**config.mk**
```make
export PLATFORM = sky130hd
export DESIGN_NAME = benes_cfg_scheduler_flat
export DESIGN_NICKNAME = d
export VERILOG_FILES = /design/src/rtl/benes_cfg_scheduler_if.sv /design/src/rtl/benes_cfg_scheduler.sv /design/src/flat_wrapper.sv
export SDC_FILE = /design/constraint.sdc
export NUM_CORES = 1
export LEC_CHECK = 0
export CAP_MARGIN = 20
export CORE_MARGIN = 1
export CORE_UTILIZATION = 42
export CTS_CLUSTER_SIZE = 40
export DETAILED_ROUTE_END_ITERATION = 8
export HOLD_SLACK_MARGIN = 0.08
export SKIP_CTS_REPAIR_TIMING = 1
export SYNTH_ARGS = -nofsm -noshare
export SYNTH_HDL_FRONTEND = slang
export SYNTH_SLANG_ARGS = --single-unit
```
**constraint.sdc**
```tcl
create_clock -name clk -period 11.7 [get_ports clk]
set_clock_uncertainty 0.15 [all_clocks]
set_input_delay 3.51 -clock clk [delete_from_list [all_inputs] [get_ports clk]]
set_output_delay 3.51 -clock clk [all_outputs]
set_load 0.005 [all_outputs]
```
**src/rtl/benes_cfg_scheduler_if.sv**
```systemverilog
// benes_cfg_scheduler_if
//
// Configuration load channel into the Benes scheduler's shadow bank.
//   cfg_valid  : requester has a beat on the bus
//   cfg_ready  : scheduler can take a load/commit beat this cycle
//   cfg_stage  : target stage row for cfg_data
//   cfg_data   : switch word, bit i = cross for switch i of that stage
//   cfg_commit : this beat also starts the skewed apply of the shadow bank
//
// master modport is the requester side, slave modport is the scheduler side.
interface benes_cfg_scheduler_if #(
    parameter int SW_PER_STAGE = 8
);
    logic                    cfg_valid;
    logic                    cfg_ready;
    logic [2:0]              cfg_stage;
    logic [SW_PER_STAGE-1:0] cfg_data;
    logic                    cfg_commit;

    modport master (
        output cfg_valid,
        output cfg_stage,
        output cfg_data,
        output cfg_commit,
        input  cfg_ready
    );

    modport slave (
        input  cfg_valid,
        input  cfg_stage,
        input  cfg_data,
        input  cfg_commit,
        output cfg_ready
    );
endinterface

```
**src/rtl/benes_cfg_scheduler.sv**
```systemverilog
// benes_cfg_scheduler
//
// Configuration scheduler for a pipelined 16x16 Benes network (7 stages of
// 8 2x2 switches). Switch words are loaded into a shadow bank over the cfg
// channel; a commit beat copies the shadow into the active bank as a skewed
// wavefront so that every stage flips exactly when the first post-commit
// data wave arrives there. Data-wave validity is tracked alongside.
//
// Ports:
//   clk, rst    : clock, asynchronous active-high reset
//   cfg         : load channel (slave side of benes_cfg_scheduler_if)
//   in_valid    : a data wave enters the network this cycle
//   switch_set  : active per-stage switch words driven to the network
//   out_valid   : network output carries a valid wave this cycle
//   busy        : skewed apply in progress
//   cfg_err     : one-cycle pulse after an accepted beat with an
//                 out-of-range stage index
//
// Optional feature macro BENES_CFG_READBACK_EN adds rb_stage/rb_sel inputs
// and a registered rb_data output reading back the shadow (rb_sel=0) or the
// active (rb_sel=1) bank.
module benes_cfg_scheduler #(
    parameter int NUM_STAGES   = 7,
    parameter int SW_PER_STAGE = 8,
    parameter int STAGE_LAT    = 2
) (
    input  logic                                     clk,
    input  logic                                     rst,
    benes_cfg_scheduler_if.slave                     cfg,
    input  logic                                     in_valid,
    output logic [NUM_STAGES-1:0][SW_PER_STAGE-1:0]  switch_set,
    output logic                                     out_valid,
    output logic                                     busy,
`ifdef BENES_CFG_READBACK_EN
    input  logic [2:0]                               rb_stage,
    input  logic                                     rb_sel,
    output logic [SW_PER_STAGE-1:0]                  rb_data,
`endif
    output logic                                     cfg_err
);

    localparam int NET_LAT    = NUM_STAGES * STAGE_LAT - 1;
    localparam int APPLY_LAST = (NUM_STAGES - 1) * STAGE_LAT;
    localparam int CNT_W      = $clog2(APPLY_LAST + 1);

    typedef enum logic {LOAD, APPLY} state_t;

    state_t                                  state;
    logic [CNT_W-1:0]                        count;
    logic                                    ready_q;
    logic [NUM_STAGES-1:0][SW_PER_STAGE-1:0] shadow;
    logic [NUM_STAGES-1:0][SW_PER_STAGE-1:0] active;
    logic [NET_LAT-1:0]                      valid_pipe;

    logic accept;
    logic stage_ok;
    logic wr_en;

    assign accept        = cfg.cfg_valid && ready_q;
    assign stage_ok      = 32'(cfg.cfg_stage) < NUM_STAGES;
    assign wr_en         = accept && stage_ok;
    assign cfg.cfg_ready = ready_q;
    assign switch_set    = active;
    assign out_valid     = valid_pipe[NET_LAT-1];

    // Shadow bank: written only by accepted in-range beats. Ready is low for
    // the whole apply, so the rows being copied cannot change underneath it.
    always_ff @(posedge clk or posedge rst) begin
        if (rst) begin
            shadow <= '0;
        end else if (wr_en) begin
            shadow[cfg.cfg_stage] <= cfg.cfg_data;
        end
    end

    // Apply FSM. Stage 0 is loaded on the commit edge itself (forwarding the
    // commit beat's own write), and stage k is loaded on the edge where the
    // count reaches k*STAGE_LAT, so stage k changes in the same cycle the
    // first post-commit wave enters it. The FSM returns to LOAD once the last
    // stage has been visible for its first cycle.
    always_ff @(posedge clk or posedge rst) begin
        if (rst) begin
            state   <= LOAD;
            count   <= '0;
            ready_q <= 1'b1;
            busy    <= 1'b0;
            active  <= '0;
        end else begin
            case (state)
                LOAD: begin
                    if (accept && cfg.cfg_commit) begin
                        state   <= APPLY;
                        count   <= '0;
                        ready_q <= 1'b0;
                        busy    <= 1'b1;
                        if (wr_en && cfg.cfg_stage == 3'd0) begin
                            active[0] <= cfg.cfg_data;
                        end else begin
                            active[0] <= shadow[0];
                        end
                    end
                end
                APPLY: begin
                    for (int k = 1; k < NUM_STAGES; k++) begin
                        if (32'(count) + 1 == k * STAGE_LAT) begin
                            active[k] <= shadow[k];
                        end
                    end
                    if (32'(count) == APPLY_LAST) begin
                        state   <= LOAD;
                        count   <= '0;
                        ready_q <= 1'b1;
                        busy    <= 1'b0;
                    end else begin
                        count <= count + 1'b1;
                    end
                end
                default: begin
                    state   <= LOAD;
                    ready_q <= 1'b1;
                    busy    <= 1'b0;
                end
            endcase
        end
    end

    // Error pulse: one cycle after any accepted beat whose stage index has no
    // matching row. The write itself is dropped by wr_en.
    always_ff @(posedge clk or posedge rst) begin
        if (rst) begin
            cfg_err <= 1'b0;
        end else begin
            cfg_err <= accept && !stage_ok;
        end
    end

    // Validity shadow of the data path: in_valid delayed by the network
    // latency, running regardless of the apply state.
    always_ff @(posedge clk or posedge rst) begin
        if (rst) begin
            valid_pipe <= '0;
        end else begin
            valid_pipe <= {valid_pipe[NET_LAT-2:0], in_valid};
        end
    end

`ifdef BENES_CFG_READBACK_EN
    // Registered readback of either bank; rows that do not exist read as 0.
    always_ff @(posedge clk or posedge rst) begin
        if (rst) begin
            rb_data <= '0;
        end else if (32'(rb_stage) >= NUM_STAGES) begin
            rb_data <= '0;
        end else if (rb_sel) begin
            rb_data <= active[rb_stage];
        end else begin
            rb_data <= shadow[rb_stage];
        end
    end
`endif

endmodule

```
**src/flat_wrapper.sv**
```systemverilog
// flat-port wrapper written by rule: the top's interface ports become plain ports
module benes_cfg_scheduler_flat 
#(
    parameter int NUM_STAGES   = 7,
    parameter int SW_PER_STAGE = 8,
    parameter int STAGE_LAT    = 2
)
  (clk, rst, in_valid, switch_set, out_valid, busy, cfg_err, cfg_cfg_valid, cfg_cfg_stage, cfg_cfg_data, cfg_cfg_commit, cfg_cfg_ready);
  benes_cfg_scheduler_if #(.SW_PER_STAGE(SW_PER_STAGE)) cfg_i ();
  input  logic clk;
  input  logic rst;
  input  logic in_valid;
  output logic [NUM_STAGES-1:0][SW_PER_STAGE-1:0] switch_set;
  output logic out_valid;
  output logic busy;
  output logic cfg_err;
  input wire logic [$bits(cfg_i.cfg_valid)-1:0] cfg_cfg_valid;
  input wire logic [$bits(cfg_i.cfg_stage)-1:0] cfg_cfg_stage;
  input wire logic [$bits(cfg_i.cfg_data)-1:0] cfg_cfg_data;
  input wire logic [$bits(cfg_i.cfg_commit)-1:0] cfg_cfg_commit;
  output wire logic [$bits(cfg_i.cfg_ready)-1:0] cfg_cfg_ready;
  assign cfg_i.cfg_valid = cfg_cfg_valid;
  assign cfg_i.cfg_stage = cfg_cfg_stage;
  assign cfg_i.cfg_data = cfg_cfg_data;
  assign cfg_i.cfg_commit = cfg_cfg_commit;
  assign cfg_cfg_ready = cfg_i.cfg_ready;
  benes_cfg_scheduler #(.NUM_STAGES(NUM_STAGES), .SW_PER_STAGE(SW_PER_STAGE), .STAGE_LAT(STAGE_LAT)) u_core (.clk(clk), .rst(rst), .cfg(cfg_i), .in_valid(in_valid), .switch_set(switch_set), .out_valid(out_valid), .busy(busy), .cfg_err(cfg_err));
endmodule
```
==> results.toml, run 1 <==
[yosys]
synth_edf_count = 0
ys_seq_area_frac = 0.6585
synth_warnings = 0
yosysUniqueCellTypes = 31
syn-num-nets = 334
synth_cells = 314
syn_area_mm2 = 0.005056
async_flop_share = 1.000
ys.flop_type = "dfrtp_1"
syn_avg_cell_area_um2 = 16.10
ys_ff_latch = 133

[worst_setup_path]
slowest_stage = "or3_1"
worstPathMaxFanout = 8
rr_endpoint = "u_core.switch_set[47]$_DFFE_PP0P_"
end_kind = "register"
arrival_ps = 5430
start_kind = "input pin"
rr_worst_depth = 4
slowest_delay_ps = 580
crit_required_ps = 11840
r2r_slack_ps = 9200
worstSetupPathType = "input pin to register"
worstPathCellList = "clkdlybuf4s50_1 > nand3b_1 > or3_1 > mux2_4 > mux2_2"
r2r_start = "u_core.count[0]$_DFFE_PP0P_"

[min_path]
hold_end = "u_core.valid_pipe[11]$_DFF_PP0_"
hold_path_class = "register to register"
hold_depth = 0
hp-start = "u_core.valid_pipe[10]$_DFF_PP0_"

[clock_tree]
clk_pin_slew_ps = 60
insertion_delay_ps = 410
clk_path_buf_depth = 2
root_buffer = "clkbuf_16"
cts_inserted_buffers = 17
cts_tree = "yes"
h-tree-depth = 4
cts.sinks = 133

[sta]
rsz0062_at_grt = "false"
holdWs_ps = 194.3
setup_viol = 0
max_freq_mhz = 188.9
period_needed_ps = 5294
finalMaxSlewViolations = 0
relSlewSlack = 0.4536
timing.final.crit_share = 0.4525
hold_viol_final = 0
tns_ps = 0
worst_pin_slew_ps = 816.1

[status]
outcome = "finished, violations left"
violations = "DRC"

[floorplan]
die_h_um = 111.7
fp-row-count = 39
io-pin-count = 76
dieWidth_um = 111.7
core_area_mm2 = 0.01156
start_util = 0.4372
die_area_mm2 = 0.01248

[route]
wirelength_mm = 10.11
final_antenna_net_count = 0
vias = 2842
dr.pass1.iters = 6
vias_per_cell = 5.093
drc = 5
drt_iter0_drc = 116
wl_per_cell_um = 18.12

[cells_and_area]
fin_nets = 424
diodes = 0
stdcell_area_mm2 = 0.006583
layout-drive-gt1-share = 0.3687
area_delta_synth_final_pct = 30.19

[pwr]
p_per_area_mw_per_mm2 = 273.6
max-vdd-ir-drop_uv = 118.4
p_leak_nw = 2.897
p_total_w = 0.001801

[global_route]
grt_overflow = 0
grt_max_degree = 83
grt_pass1_vias = 3063
grt_first_pass_wirelength_mm = 16.58
antenna_found_initial = 0
track_usage = 0.1814

[placement]
place_congestion = 0.7972
dpl_cell_area_mm2 = 0.005959
hpwlAfterDp_mm = 6.520
port_buffers = 75

[run]
maxCapViolCount = 0
## synth_stat cells, types with 3 or more instances
master      n  area share
nand2b_1    4      0.0049
ha_1        4      0.0099
mux2_2    104        0.23
nand3_1     3      0.0030
mux2_4      8       0.024
o21ai_0     6      0.0059
nor2_1      8      0.0059
dfrtp_1   132        0.65
nand2_1    12      0.0089
inv_1       5      0.0037
## where the power goes
part	switching, W	internal (W)	total, W
Sequential	0.000115	0.000656	0.000771
Combinational	0.000159	0.000336	0.000496
Clock	0.000195	0.000340	0.000535
Total	0.000469	0.00133	0.00180
## layout make-up
| class | instances | area, um2 |
|---|---|---|
| Clock inverter | 11 | 152.6 |
| Timing Repair Buffer | 77 | 785.8 |
| Inverter | 5 | 21.27 |
| Sequential cell | 133 | 3329 |
| Fill cell | 967 | 4982 |
| Clock buffer | 19 | 442.9 |
| Tap cell | 143 | 178.9 |
| Multi-Input combinational cell | 170 | 1672 |
## logic make-up (layout without fill, tap and decap cells)
group | after synthesis | in the layout | share of synthesized area
xor gates and xnor gates | 1 | 1 | 0.003218
muxes | 112 | 112 | 0.2554
adders and majority gates | 4 | 4 | 0.009899
and+or+nand+nor | 40 | 40 | 0.04503
DFF | 133 | 133 | 0.6585
buffers and inverters | 11 | 112 | 0.01089
AOI/OAI and AO/OA | 13 | 13 | 0.01708
## layout by cell type (no fill, tap or decap), types with 3 or more instances in the layout
cell | netlist | final
bufinv_16 | 0 | 3
clkbuf_16 | 0 | 17
clkdlybuf4s50_1 | 0 | 75
clkinvlp_4 | 0 | 3
dfrtp_1 | 132 | 132
ha_1 | 4 | 4
inv_1 | 5 | 4
mux2_2 | 104 | 104
mux2_4 | 8 | 8
nand2_1 | 12 | 12
nand2b_1 | 4 | 4
nand3_1 | 3 | 3
nor2_1 | 8 | 8
o21ai_0 | 6 | 6
## how the worst max path moves through the flow
stage             startpoint                               end  depth (start not counted)
5_1_grt        cfg_cfg_valid  u_core.switch_set[2]$_DFFE_PP0P_                          5
6_report       cfg_cfg_valid  u_core.switch_set[2]$_DFFE_PP0P_                          5
3_3_place_gp   cfg_cfg_valid  u_core.switch_set[0]$_DFFE_PP0P_                          5
4_1_cts        cfg_cfg_valid  u_core.switch_set[7]$_DFFE_PP0P_                          5
2_1_floorplan            rst           u_core.busy$_DFFE_PP0P_                          1
3_5_place_dp   cfg_cfg_valid  u_core.switch_set[1]$_DFFE_PP0P_                          5
## per-stage QoR
stage / setup slack [ps] / instances / util
floorplan: 4487 / 314 / -
global placement: 6016 / 527 / 0.5153
detailed placement: 5988 / 527 / 0.5153
CTS: 6421 / 557 / 0.5668
global route: 6354 / 558 / 0.5692
finish: 6406 / 558 / 0.5692
## worst max-delay path, delay by kind of cell
| kind | cells | cell delay (ps) |
|---|---|---|
| AND/OR/NAND/NOR | 2 | 760 |
| multiplexers | 2 | 640 |
| buffers and inverters | 1 | 520 |
## metal layers
metal  share of wire  GRT usage
met1            0.48     0.2429
met2            0.48     0.2754
met3           0.034    0.05988
met4           0.013    0.06757
met5               0          0
## state kept, by name, summed over array words and instances, names as in the netlist
register              flops
u_core.busy               1
u_core.cfg.cfg_ready      1
u_core.cfg_err            1
u_core.count              4
u_core.shadow            56
u_core.state              1
u_core.switch_set        56
u_core.valid_pipe        13
Note: power is estimated with default switching activity, not from simulation.
==> run 2: changes to the inputs <==
==> constraint.sdc (replaced) <==
create_clock -name clk -period 4.9 [get_ports clk]
set_clock_uncertainty 0.15 [all_clocks]
set_input_delay 1.47 -clock clk [delete_from_list [all_inputs] [get_ports clk]]
set_output_delay 1.47 -clock clk [all_outputs]
set_load 0.005 [all_outputs]
==> run 2 against run 1 <==
The run still ends with DRC left; die area stayed put; sequential share of layout area is 0.23 points lower; count of clock-buffer cells in the layout is 1 lower; clock power grew to 2.5 times the previous value; non-clock buffer count is 1 lower; sequential power is 140% higher; register-to-register slack worse by 6800 ps.
==> results.toml, run 2 (synthesized netlist as in run 1, its figures left out) <==
[worst_setup_path]
worstPathCellList = "clkdlybuf4s50_1 > nand3b_1 > or3_1 > mux2_4 > mux2_2"
rr_worst_depth = 4
slowest_delay_ps = 580
start_kind = "input pin"
crit_required_ps = 5050
end_kind = "register"
worstSetupPathType = "input pin to register"
rr_endpoint = "u_core.switch_set[43]$_DFFE_PP0P_"
arrival_ps = 3390
r2r_slack_ps = 2420
cp-startpoint = "cfg_cfg_valid"
cp_top_family = "simple AND/OR/NAND/NOR gates"
crit_cells = 5
slowest_stage = "or3_1"
crit_buf_inv = 1
worstPathMaxFanout = 8
r2r_start = "u_core.count[0]$_DFFE_PP0P_"

[sta]
hold_viol_final = 0
tns_ps = 0
setup_viol = 0
period_needed_ps = 3246
timing.final.crit_share = 0.6625
rsz0062_at_grt = "false"
relSlewSlack = 0.4309
worst_pin_slew_ps = 850.5
finalMaxSlewViolations = 0
max_freq_mhz = 308.1

[clock_tree]
clk_path_buf_depth = 2
clk_pin_slew_ps = 60
cts_tree = "yes"
cts_inserted_buffers = 17
h-tree-depth = 4
insertion_delay_ps = 420
cts.sinks = 133
root_buffer = "clkbuf_16"

[route]
wl_per_cell_um = 17.91
dr.pass1.iters = 8
vias_per_cell = 5.032
final_antenna_net_count = 0
vias = 2813
wirelength_mm = 10.01
drt_iter0_drc = 87
drc = 4

[floorplan]
io-pin-count = 76
die_h_um = 111.7
core_area_mm2 = 0.01156
dieWidth_um = 111.7
start_util = 0.4372
die_area_mm2 = 0.01248
fp-row-count = 39

[global_route]
antenna_found_initial = 0
grt_max_degree = 134
track_usage = 0.1797
grt_overflow = 0
grt_first_pass_wirelength_mm = 16.27
grt_pass1_vias = 2950

[min_path]
hold_end = "u_core.valid_pipe[3]$_DFF_PP0_"
hold_path_class = "register to register"
hp-start = "u_core.valid_pipe[2]$_DFF_PP0_"
hold_depth = 0

[cells_and_area]
diodes = 0
stdcell_area_mm2 = 0.006613
finalNonFillerCells = 559
mostFrequentLayoutCells = "dfrtp_1, mux2_2, clkdlybuf4s50_1"
area_delta_synth_final_pct = 30.78
fin_nets = 423
layout-drive-gt1-share = 0.3726
final_common_cell = "dfrtp_1"

[placement]
port_buffers = 75
place_congestion = 0.7130
dp_cells = 527
dpl_cell_area_mm2 = 0.005973
hpwlAfterDp_mm = 6.263

[status]
outcome = "finished, violations left"
violations = "DRC"

[pwr]
switchingPower_w = 0.001131
clkPwrFrac = 0.309
p_leak_nw = 2.894
swShare = 0.2589
p_seq_frac = 0.420
max-vdd-ir-drop_uv = 256.9
p_total_w = 0.004369
p_comb_frac = 0.271
p_int_w = 0.003237
p_per_area_mw_per_mm2 = 660.6

[run]
maxCapViolCount = 0
## run 2: cell types whose count changed in the layout (fill, tap and decap cells not counted), sizes merged
cell / previous run / this run
clkinvlp: 3 / 7
clkbuf: 19 / 18
buf: 2 / 1
bufinv: 3 / 4
clkinv: 3 / 1
## run 2: worst max path at each step
stage,end,slack [ps]
2_1_floorplan,u_core.busy$_DFFE_PP0P_,1630
3_3_place_gp,u_core.switch_set[1]$_DFFE_PP0P_,1260
3_5_place_dp,u_core.switch_set[3]$_DFFE_PP0P_,1240
4_1_cts,u_core.switch_set[7]$_DFFE_PP0P_,1680
5_1_grt,u_core.switch_set[7]$_DFFE_PP0P_,1580
6_report,u_core.switch_set[7]$_DFFE_PP0P_,1650
## run 2: power groups by stage
stage / sequential (W) / clock [W] / combinational (W)
floorplan: 0.00178 / 0 / 0.000649
global placement: 0.00184 / 0 / 0.00117
detailed placement: 0.00185 / 0 / 0.00120
CTS: 0.00184 / 0.00138 / 0.00120
global route: 0.00190 / 0.00143 / 0.00129
finish: 0.00183 / 0.00135 / 0.00119
## run 2: area by class of cell
class,count,area (um2)
Timing Repair Buffer,76,770.7
Clock buffer,18,439.2
Inverter,5,22.52
Tap cell,143,178.9
Multi-Input combinational cell,170,1672
Clock inverter,14,200.2
Sequential cell,133,3329
Fill cell,965,4952
## run 2: worst register-to-register path: stages, from the launching register on
cell,delay [ps]
dfrtp_1,470
ha_1,340
o21ai_0,270
nor3b_2,710
mux2_2,420
## run 2: per-stage QoR
step,setup WS [ps],hold slack [ps],utilization
6_report,1654,194.9,0.5718
5_1_grt,1577,201.0,0.5718
4_1_cts,1676,197.8,0.5718
3_5_place_dp,1238,184.7,0.5165
3_3_place_gp,1256,181.7,0.5165
2_1_floorplan,1630,181.2,-
## run 2: per-layer routing
| metal | vias up | global-route usage | wire (um) |
|---|---|---|---|
| met5 | - | 0 | 0 |
| met4 | 0 | 0.08919 | 224 |
| met1 | 1439 | 0.2472 | 4814 |
| met3 | 18 | 0.05063 | 452 |
| li1 | 1298 | - | - |
| met2 | 58 | 0.2617 | 4521 |
==> run 3: changes to the inputs <==
==> constraint.sdc (replaced) <==
create_clock -name clk -period 3.2 [get_ports clk]
set_clock_uncertainty 0.15 [all_clocks]
set_input_delay 0.96 -clock clk [delete_from_list [all_inputs] [get_ports clk]]
set_output_delay 0.96 -clock clk [all_outputs]
set_load 0.005 [all_outputs]
==> run 3 against run 2 <==
The flow still finishes with violations (DRC); power grew 49%; hold slack lost 2.2 ps; combinational power grew 54%; final area grew 0.66%; critical path depth is the same; setup slack lost 1100 ps; flip-flop and latch count is the same; via count grew 4.0%; clock power grew 38%; first-iteration DRC count grew 110%; die area is the same; global-route usage grew 0.43 points; critical endpoint unchanged; highest routed layer unchanged.
==> results.toml, run 3 (synthesized netlist as in run 1, its figures left out) <==
[floorplan]
fp-row-count = 39
dieWidth_um = 111.7
core_area_mm2 = 0.01156
start_util = 0.4372
die_h_um = 111.7
io-pin-count = 76
die_area_mm2 = 0.01248

[worst_setup_path]
start_kind = "input pin"
arrival_ps = 2840
worstPathMaxFanout = 8
r2r_slack_ps = 800
end_kind = "register"
worstSetupPathType = "input pin to register"
crit_required_ps = 3350

[cells_and_area]
layout-drive-gt1-share = 0.3782
diodes = 0
fin_nets = 439
final_common_cell = "dfrtp_1"
area_delta_synth_final_pct = 31.65
mostFrequentLayoutCells = "dfrtp_1, mux2_2, clkdlybuf4s50_1"

[sta]
worst_slack_ps = 507.8
max_freq_mhz = 371.4
tns_ps = 0
timing.final.crit_share = 0.8413
relSlewSlack = 0.4983
rsz0062_at_grt = "false"
finalMaxSlewViolations = 0
worst_pin_slew_ps = 748.5
setup_viol = 0
hold_viol_final = 0
period_needed_ps = 2692

[run]
maxCapViolCount = 0

[route]
vias_per_cell = 5.098
drc = 5
final_antenna_net_count = 0
drt_iter0_drc = 180
wl_per_cell_um = 17.86
vias = 2926
wirelength_mm = 10.25
dr.pass1.iters = 6

[global_route]
grt_max_degree = 60
track_usage = 0.1840
grt_pass1_vias = 3139
grt_overflow = 0
antenna_found_initial = 0
grt_first_pass_wirelength_mm = 16.85

[clock_tree]
h-tree-depth = 4
cts_inserted_buffers = 17
cts.sinks = 133
root_buffer = "clkbuf_16"
cts_tree = "yes"
clk_pin_slew_ps = 50
clk_path_buf_depth = 2
insertion_delay_ps = 420

[pwr]
p_leak_nw = 2.957
p_per_area_mw_per_mm2 = 976.2
max-vdd-ir-drop_uv = 482.2

[placement]
place_congestion = 0.7810
dp_slack_ps = 83.71
port_buffers = 75
hpwlAfterDp_mm = 6.995

[status]
outcome = "finished, violations left"
violations = "DRC"

[min_path]
hold_path_class = "register to register"
[run 3: changes by cell type in the layout (fill, tap and decap cells not counted), moves of 2 or more]
cell	previous run	this run
buf_4	0	16
bufinv_16	4	2
clkbuf_1	0	7
clkbuf_8	1	3
clkinv_2	0	2
clkinvlp_4	7	1
inv_6	3	0
[run 3: per-stage QoR]
stage / cells / hold WS, ps / utilization / cell area (um2) / power [W]
after detailed placement: 543 / 186.4 / 0.5269 / 6093 / 0.004684
after floorplan: 314 / 181.2 / - / 5060 / 0.003725
after global placement: 543 / 183.0 / 0.5269 / 6093 / 0.004627
after global routing: 574 / 201.2 / 0.5756 / 6656 / 0.006881
final: 574 / 192.7 / 0.5756 / 6656 / 0.006498
after CTS: 574 / 197.4 / 0.5756 / 6656 / 0.006577
[run 3: critical path: stages]
cell             delay (ps)
clkdlybuf4s50_1         530
nand3b_1                150
or3_1                   550
mux2_4                  380
mux2_2                  260
[run 3: area by class of cell]
| class | instances | area [um2] |
|---|---|---|
| Clock buffer | 27 | 493.0 |
| Clock inverter | 4 | 70.07 |
| Fill cell | 944 | 4908 |
| Inverter | 5 | 22.52 |
| Multi-Input combinational cell | 170 | 1672 |
| Sequential cell | 133 | 3329 |
| Tap cell | 143 | 178.9 |
| Timing Repair Buffer | 92 | 890.9 |
[run 3: path summary, 6_finish.rpt]
path                                           startpoint                                 to  cells after the start
min                        u_core.valid_pipe[5]$_DFF_PP0_     u_core.valid_pipe[6]$_DFF_PP0_                      0
min reg2reg                u_core.valid_pipe[5]$_DFF_PP0_     u_core.valid_pipe[6]$_DFF_PP0_                      0
max in group asynchronous                             rst  u_core.switch_set[12]$_DFFE_PP0P_                      3
max                                         cfg_cfg_valid   u_core.switch_set[7]$_DFFE_PP0P_                      5
max reg2reg                   u_core.count[0]$_DFFE_PP0P_  u_core.switch_set[35]$_DFFE_PP0P_                      5
min in group asynchronous                             rst  u_core.switch_set[43]$_DFFE_PP0P_                      2
[run 3: layer usage]
| layer | vias up | part of all wire | global-route usage |
|---|---|---|---|
| met3 | 13 | 0.042 | 0.05661 |
| met4 | 0 | 0.016 | 0.07838 |
| li1 | 1315 | - | - |
| met5 | - | 0 | 0 |
| met2 | 62 | 0.49 | 0.2874 |
| met1 | 1536 | 0.46 | 0.2378 |
[run 3: where the power goes]
part           leakage (nW)  internal (W)  total [W]  switching [W]
Clock                 0.275       0.00120    0.00186       0.000657
Combinational          1.06       0.00124    0.00183       0.000585
Sequential             1.63       0.00240    0.00281       0.000412
Total                  2.96       0.00484    0.00650        0.00165
